**config.mk**
```make
export PLATFORM = sky130hd
export DESIGN_NAME = kb_decode
export DESIGN_NICKNAME = d
export VERILOG_FILES = /design/src/rtl/kb_pkg.sv /design/src/rtl/kb_fifo.sv /design/src/rtl/kb_decode.sv
export SDC_FILE = /design/constraint.sdc
export NUM_CORES = 1
export LEC_CHECK = 0
export CAP_MARGIN = 20
export CELL_PAD_IN_SITES_DETAIL_PLACEMENT = 0
export CELL_PAD_IN_SITES_GLOBAL_PLACEMENT = 1
export CORE_UTILIZATION = 49
export DETAILED_ROUTE_END_ITERATION = 10
export PLACE_DENSITY = 0.87
export SLEW_MARGIN = 10
export SYNTH_ARGS = -nofsm -noshare
export SYNTH_HDL_FRONTEND = slang
export SYNTH_SLANG_ARGS = --single-unit
export TNS_END_PERCENT = 30
```
**constraint.sdc**
```tcl
create_clock -name clk_i -period 3.21 [get_ports clk_i]
set_input_delay 0.4815 -clock clk_i [delete_from_list [all_inputs] [get_ports clk_i]]
set_output_delay 0.4815 -clock clk_i [all_outputs]
set_load 0.01 [all_outputs]
```
**src/rtl/kb_pkg.sv**
```systemverilog
// Shared definitions for the PS/2 Set-2 scan-code decoder.
package kb_pkg;

  // Scan-code bytes the prefix FSM reacts to
  localparam logic [7:0] SC_E0 = 8'hE0;
  localparam logic [7:0] SC_E1 = 8'hE1;
  localparam logic [7:0] SC_F0 = 8'hF0;
  localparam logic [7:0] SC_AA = 8'hAA;
  localparam logic [7:0] SC_00 = 8'h00;
  localparam logic [7:0] SC_FF = 8'hFF;
  localparam logic [7:0] SC_12 = 8'h12;
  localparam logic [7:0] SC_59 = 8'h59;
  localparam logic [7:0] SC_14 = 8'h14;
  localparam logic [7:0] SC_11 = 8'h11;

  // Event word layout: {ext, brk, code[7:0]}
  localparam int unsigned EVT_W    = 10;
  localparam int unsigned EVT_EXT  = 9;
  localparam int unsigned EVT_BRK  = 8;
  localparam int unsigned EVT_CODE = 0;

  // Bytes following E1 that belong to the Pause sequence
  localparam logic [2:0] PAUSE_SKIP = 3'd7;

  typedef enum logic [2:0] {
    ST_IDLE    = 3'd0,
    ST_EXT     = 3'd1,
    ST_BRK     = 3'd2,
    ST_EXT_BRK = 3'd3,
    ST_PAUSE   = 3'd4
  } kb_state_e;

  function automatic logic is_abort(input logic [7:0] b);
    return (b == SC_00) || (b == SC_FF);
  endfunction

  function automatic logic is_fake_shift(input logic [7:0] b);
    return (b == SC_12) || (b == SC_59);
  endfunction

endpackage

```
**src/rtl/kb_fifo.sv**
```systemverilog
// First-word fall-through event FIFO with sticky overflow flag.
module kb_fifo #(
  parameter int unsigned DEPTH = 8,
  parameter int unsigned WIDTH = 10
) (
  input  logic                     i_clk,
  input  logic                     i_rst,
  input  logic                     i_clr,
  input  logic                     i_wr,
  input  logic [WIDTH-1:0]         i_wdata,
  input  logic                     i_rd,
  output logic [WIDTH-1:0]         o_rdata,
  output logic                     o_valid,
  output logic [$clog2(DEPTH):0]   o_count,
  output logic                     o_overflow
);

  localparam int unsigned AW = $clog2(DEPTH);
  localparam logic [AW:0] FULL_CNT = (AW+1)'(DEPTH);

  logic [WIDTH-1:0] r_mem [DEPTH];
  logic [AW-1:0]    r_wr_ptr;
  logic [AW-1:0]    r_rd_ptr;
  logic [AW:0]      r_count;
  logic             r_overflow;
  logic             w_full;
  logic             w_empty;
  logic             w_push;
  logic             w_pop;

  assign w_full  = (r_count == FULL_CNT);
  assign w_empty = (r_count == '0);
  assign w_pop   = i_rd && !w_empty;
  // A full FIFO still accepts a write when the same cycle frees a slot
  assign w_push  = i_wr && (!w_full || w_pop);

  assign o_rdata    = r_mem[r_rd_ptr];
  assign o_valid    = !w_empty;
  assign o_count    = r_count;
  assign o_overflow = r_overflow;

  // Pointers, occupancy and overflow flag; clear outranks push/pop
  always_ff @(posedge i_clk or posedge i_rst) begin
    if (i_rst) begin
      r_wr_ptr   <= '0;
      r_rd_ptr   <= '0;
      r_count    <= '0;
      r_overflow <= 1'b0;
    end else if (i_clr) begin
      r_wr_ptr   <= '0;
      r_rd_ptr   <= '0;
      r_count    <= '0;
      r_overflow <= 1'b0;
    end else begin
      if (w_push) r_wr_ptr <= r_wr_ptr + 1'b1;
      if (w_pop)  r_rd_ptr <= r_rd_ptr + 1'b1;
      case ({w_push, w_pop})
        2'b10:   r_count <= r_count + 1'b1;
        2'b01:   r_count <= r_count - 1'b1;
        default: r_count <= r_count;
      endcase
      if (i_wr && !w_push) r_overflow <= 1'b1;
    end
  end

  // Storage array, no reset needed
  always_ff @(posedge i_clk) begin
    if (w_push && !i_clr) r_mem[r_wr_ptr] <= i_wdata;
  end

endmodule

```
**src/rtl/kb_decode.sv**
```systemverilog
// PS/2 Set-2 prefix decoder: turns scan bytes into {ext, brk, code} events,
// tracks modifier keys and queues events in a FIFO.
module kb_decode
  import kb_pkg::*;
#(
  parameter int unsigned DEPTH = 8
) (
  input  logic                   clk_i,
  input  logic                   rst_i,
  input  logic                   ready_i,
  input  logic [7:0]             code_i,
  input  logic                   rd_i,
  input  logic                   clr_i,
  output logic [EVT_W-1:0]       evt_o,
  output logic                   evt_valid_o,
  output logic [$clog2(DEPTH):0] count_o,
  output logic                   overflow_o,
  output logic [2:0]             mods_o
);

  kb_state_e  r_state;
  kb_state_e  w_state_nxt;
  logic [2:0] r_skip;
  logic [2:0] w_skip_nxt;
  logic [2:0] r_mods;
  logic       w_emit;
  logic       w_ext;
  logic       w_brk;
  logic [7:0] w_code;
  logic [EVT_W-1:0] w_evt;

  // Prefix FSM state and Pause skip counter
  always_ff @(posedge clk_i or posedge rst_i) begin
    if (rst_i) begin
      r_state <= ST_IDLE;
      r_skip  <= '0;
    end else if (clr_i) begin
      r_state <= ST_IDLE;
      r_skip  <= '0;
    end else begin
      r_state <= w_state_nxt;
      r_skip  <= w_skip_nxt;
    end
  end

  // Next-state decode and event generation for each accepted byte
  always_comb begin
    w_state_nxt = r_state;
    w_skip_nxt  = r_skip;
    w_emit      = 1'b0;
    w_ext       = 1'b0;
    w_brk       = 1'b0;
    w_code      = code_i;
    if (ready_i) begin
      case (r_state)
        ST_IDLE: begin
          if (code_i == SC_E0) begin
            w_state_nxt = ST_EXT;
          end else if (code_i == SC_F0) begin
            w_state_nxt = ST_BRK;
          end else if (code_i == SC_E1) begin
            w_state_nxt = ST_PAUSE;
            w_skip_nxt  = PAUSE_SKIP;
          end else if (!is_abort(code_i) && code_i != SC_AA) begin
            w_emit = 1'b1;
          end
        end
        ST_EXT: begin
          w_state_nxt = ST_IDLE;
          if (code_i == SC_F0 && !is_abort(code_i)) begin
            w_state_nxt = ST_EXT_BRK;
          end else if (!is_abort(code_i) && !is_fake_shift(code_i)) begin
            w_emit = 1'b1;
            w_ext  = 1'b1;
          end
        end
        ST_BRK: begin
          w_state_nxt = ST_IDLE;
          if (!is_abort(code_i)) begin
            w_emit = 1'b1;
            w_brk  = 1'b1;
          end
        end
        ST_EXT_BRK: begin
          w_state_nxt = ST_IDLE;
          if (!is_abort(code_i) && !is_fake_shift(code_i)) begin
            w_emit = 1'b1;
            w_ext  = 1'b1;
            w_brk  = 1'b1;
          end
        end
        ST_PAUSE: begin
          w_skip_nxt = r_skip - 1'b1;
          if (r_skip <= 3'd1) begin
            w_skip_nxt  = '0;
            w_state_nxt = ST_IDLE;
            w_emit      = 1'b1;
            w_ext       = 1'b1;
            w_code      = SC_E1;
          end
        end
        default: w_state_nxt = ST_IDLE;
      endcase
    end
  end

  assign w_evt = {w_ext, w_brk, w_code};

  // Held-modifier tracking on every emitted event, stored or dropped
  always_ff @(posedge clk_i or posedge rst_i) begin
    if (rst_i) begin
      r_mods <= '0;
    end else if (clr_i) begin
      r_mods <= '0;
    end else if (w_emit) begin
      if (!w_ext && is_fake_shift(w_code)) r_mods[0] <= !w_brk;
      if (w_code == SC_14)                 r_mods[1] <= !w_brk;
      if (w_code == SC_11)                 r_mods[2] <= !w_brk;
    end
  end

  assign mods_o = r_mods;

  kb_fifo #(
    .DEPTH (DEPTH),
    .WIDTH (EVT_W)
  ) u_fifo (
    .i_clk      (clk_i),
    .i_rst      (rst_i),
    .i_clr      (clr_i),
    .i_wr       (w_emit),
    .i_wdata    (w_evt),
    .i_rd       (rd_i),
    .o_rdata    (evt_o),
    .o_valid    (evt_valid_o),
    .o_count    (count_o),
    .o_overflow (overflow_o)
  );

endmodule

```
==> results of run 1 <==
[cell usage after synthesis (all sizes together), types with 2 or more instances]
cell type	n
clkbuf	8
a31oi	2
and3	3
nor4	4
mux2i	2
nand3	12
a21oi	8
xor2	3
o41ai	2
nand4	6
nor3	10
inv	6
o21ai	8
nor3b	3
mux2	15
or2	2
and2	5
mux4	20
nor2b	5
ha	6
dfrtp	20
a21o	4
xnor2	2
nand2b	9
nand2	14
nand4b	4
edfxtp	80
nand3b	2
or4	3
or3	2
nor2	17
a211o	2
buf	8
[power groups by stage]
stage                     sequential (mW)  combinational, mW  clock (mW)
after floorplan                      1.54              0.559           0
after global placement               1.54              0.891           0
after detailed placement             1.55              0.901           0
after CTS                            1.52              0.909       0.772
after global routing                 1.53              0.984       0.825
final                                1.52              0.896       0.758
[layout make-up]
class	instances	area [um^2]	share of cell area, %
clock buffer	10	128	2.27
sequential	100	2900	51.7
inverter	6	22.5	0.401
timing repair buffer	75	641	11.4
tap	129	161	2.88
multi-input combinational	192	1700	30.3
clock inverter	6	53.8	0.959
[flip-flops by register name, indices dropped and copies added, names as in the netlist]
name / count
r_skip: 3
r_state: 3
mods_o: 3
u_fifo.r_wr_ptr: 3
u_fifo.o_overflow: 1
u_fifo.o_count: 4
u_fifo.r_rd_ptr: 3
u_fifo.r_mem: 80
[cells in the final DEF (no fill, tap or decap), types with 10 or more instances in the layout]
cell,count
nand2_1,14
edfxtp_1,80
nand3_1,12
dfrtp_1,20
mux4_2,20
nor3_1,10
clkdlybuf4s50_1,31
mux2_2,12
nor2_1,16
buf_4,44
[kinds of logic (layout without fill, tap and decap cells)]
logic type | count (synthesis) | in the layout | synth area share (%)
compound gates | 37 | 37 | 6.25
flops | 100 | 100 | 61.9
simple gates | 106 | 106 | 12.9
fa+ha+maj | 7 | 7 | 2.03
mux | 37 | 37 | 13.9
buf+inv | 22 | 97 | 2.08
xor+xnor | 5 | 5 | 0.935
[critical path: stages]
cell and delay (ns):
clkdlybuf4s50_1 0.51, or4_1 0.57, o22ai_1 0.22, a21o_1 0.19, a21oi_2 0.06, nor2_2 0.12
ha_1 0.25, a21o_1 0.17, a21o_1 0.18, nand3_1 0.08, a211o_1 0.10, o31a_1 0.14
mux2_4 0.29
[stage by stage]
step	TNS (ns)	worst slack [ns]	power (mW)
after floorplan	0	0.0258	2.10
after global placement	-0.216	-0.216	2.43
after detailed placement	-0.278	-0.278	2.45
after CTS	0	0.114	3.20
after global routing	0	0.0273	3.34
final	0	0.112	3.17
[final timing paths]
kind,from,end,slack [ns],depth (start not counted)
min reg2reg,u_fifo.o_overflow,u_fifo.o_overflow,0.52,2
max,code_i[7],u_fifo.o_count[3],0.11,13
min,u_fifo.o_overflow,u_fifo.o_overflow,0.52,2
max in group asynchronous,rst_i,r_state[0],2.14,2
min in group asynchronous,rst_i,u_fifo.o_count[2],0.56,2
max reg2reg,r_skip[0],u_fifo.o_count[3],0.43,13
[metal layers]
layer / routed length, um / track usage (%) / part of all wire, %
met4: 182 / 7.92 / 1.9
met2: 4670 / 34.0 / 50
met1: 4130 / 27.2 / 44
met5: 0 / 0 / 0
met3: 379 / 4.04 / 4.0
==> results_dict.tcl, run 1 <==
set metrics [dict create \
    status "finished clean" \
    drv_cap 0 \
    synth_nets 334 \
    drt-initial-drc-count 119 \
    setup-violations-final 0 \
    p_leak_nw 2.02 \
    p_sw_share_pct 28.8 \
    dpl.cell_count 502 \
    cp.required_ns 3.47 \
    postSynthCellCount 314 \
    grt_pass1_vias 2940 \
    cts_resized 0 \
    ant_nets 0 \
    portBuffers 31 \
    stdcell_area_mm2 0.00561 \
    path_class "input port to flop" \
    dieArea_mm2 0.00996 \
    p_seq_share_pct 47.9 \
    cp_data_arrival_time_ns 3.36 \
    postSynthAreaPerCell_um2 14.9 \
    finalMaxSlewViolations 0 \
    drc 0 \
    gr-usage-all-layers_pct 20.6 \
    antenna_cells 0 \
    start_kind "input port" \
    wl_per_cell_um 18.1 \
    min-delay-path-class "flop to flop" \
    synth_top_area_share_pct 51.3 \
    finClkSkew_ns 0.0169 \
    clk_latency_ns 0.37 \
    period_needed_ns 3.10 \
    internal-power_mw 2.26 \
    cts.clk_slew.worst_paths_ns 0.10 \
    critPathCaptureType "flop" \
    placementRows 35 \
    nets 404 \
    start_util_pct 50.7 \
    fillers 694 \
    fin_crit_sh_pct 96.5 \
    ir_drop_v 0.000232 \
    ys.flop_type "edfxtp_1" \
    die_h_um 99.8 \
    ys_seq_elements 100 \
    gp_congestion 0.822 \
    synth_edf_count 80 \
    combPwrFrac_pct 28.2 \
    vias_per_cell 5.61 \
    drive_gt1_share_pct 28.0 \
    synth_cell_type_count 59 \
    finalCoreUtilization_pct 60.7 \
    max_slew_margin_pct 45.2 \
    core_region_area_mm2 0.00924 \
    syn_area_mm2 0.00469 \
    power_density_mw_per_mm2 565 \
    dr.pass1.iters 4 \
    antenna_found_initial 0 \
    ys_warn_count 0 \
    final_hold_viol_count 0 \
    syn_to_final_growth_pct 19.7 \
    drt-total-wl_um 9360 \
    root_buffer "clkbuf_8" \
    fp.dieW_um 99.8 \
    fmax_ghz 0.323 \
    clockPowerShare_pct 23.9 \
    synth.largest_area_cell "edfxtp_1" \
    path_max_fanout 7 \
    worstMarginPinSlew_ns 0.822 \
    place_area_mm2 0.00543 \
    cts_buffers 9 \
    grt_pass1_wl_um 15200 \
    clockBufferDepth 2 \
    rsz0062_at_grt "false" \
    cts_setup_buffers 0 \
    hold_buffers 0 \
    io_pins 32 \
    fin_hold_ws_ns 0.522 \
    hpwl_um 6380 \
    synth_area_leaders "edfxtp_1 (51%), dfrtp_1 (11%), mux4_2 (9.6%), mux2_2 (2.9%), ha_1 (1.6%)" \
    fin_cells 518 \
    p_switching_mw 0.915 \
    async_flop_share_pct 20.0 \
    cts_tree "done" \
    vias 2904 \
    htree_levels 3 \
    ys_seq_area_share_pct 61.9 \
    grt_overflow 0 \
    cts.sinks 100 \
    grt_max_degree 26 \
]
No activity file was read; power rests on OpenSTA's default activity.
==> inputs of run 2 (changes only) <==
- CTS_CLUSTER_SIZE: unset -> 24
==> results of run 2 <==
Final layout, timing and power as in run 1 (identical DEF).
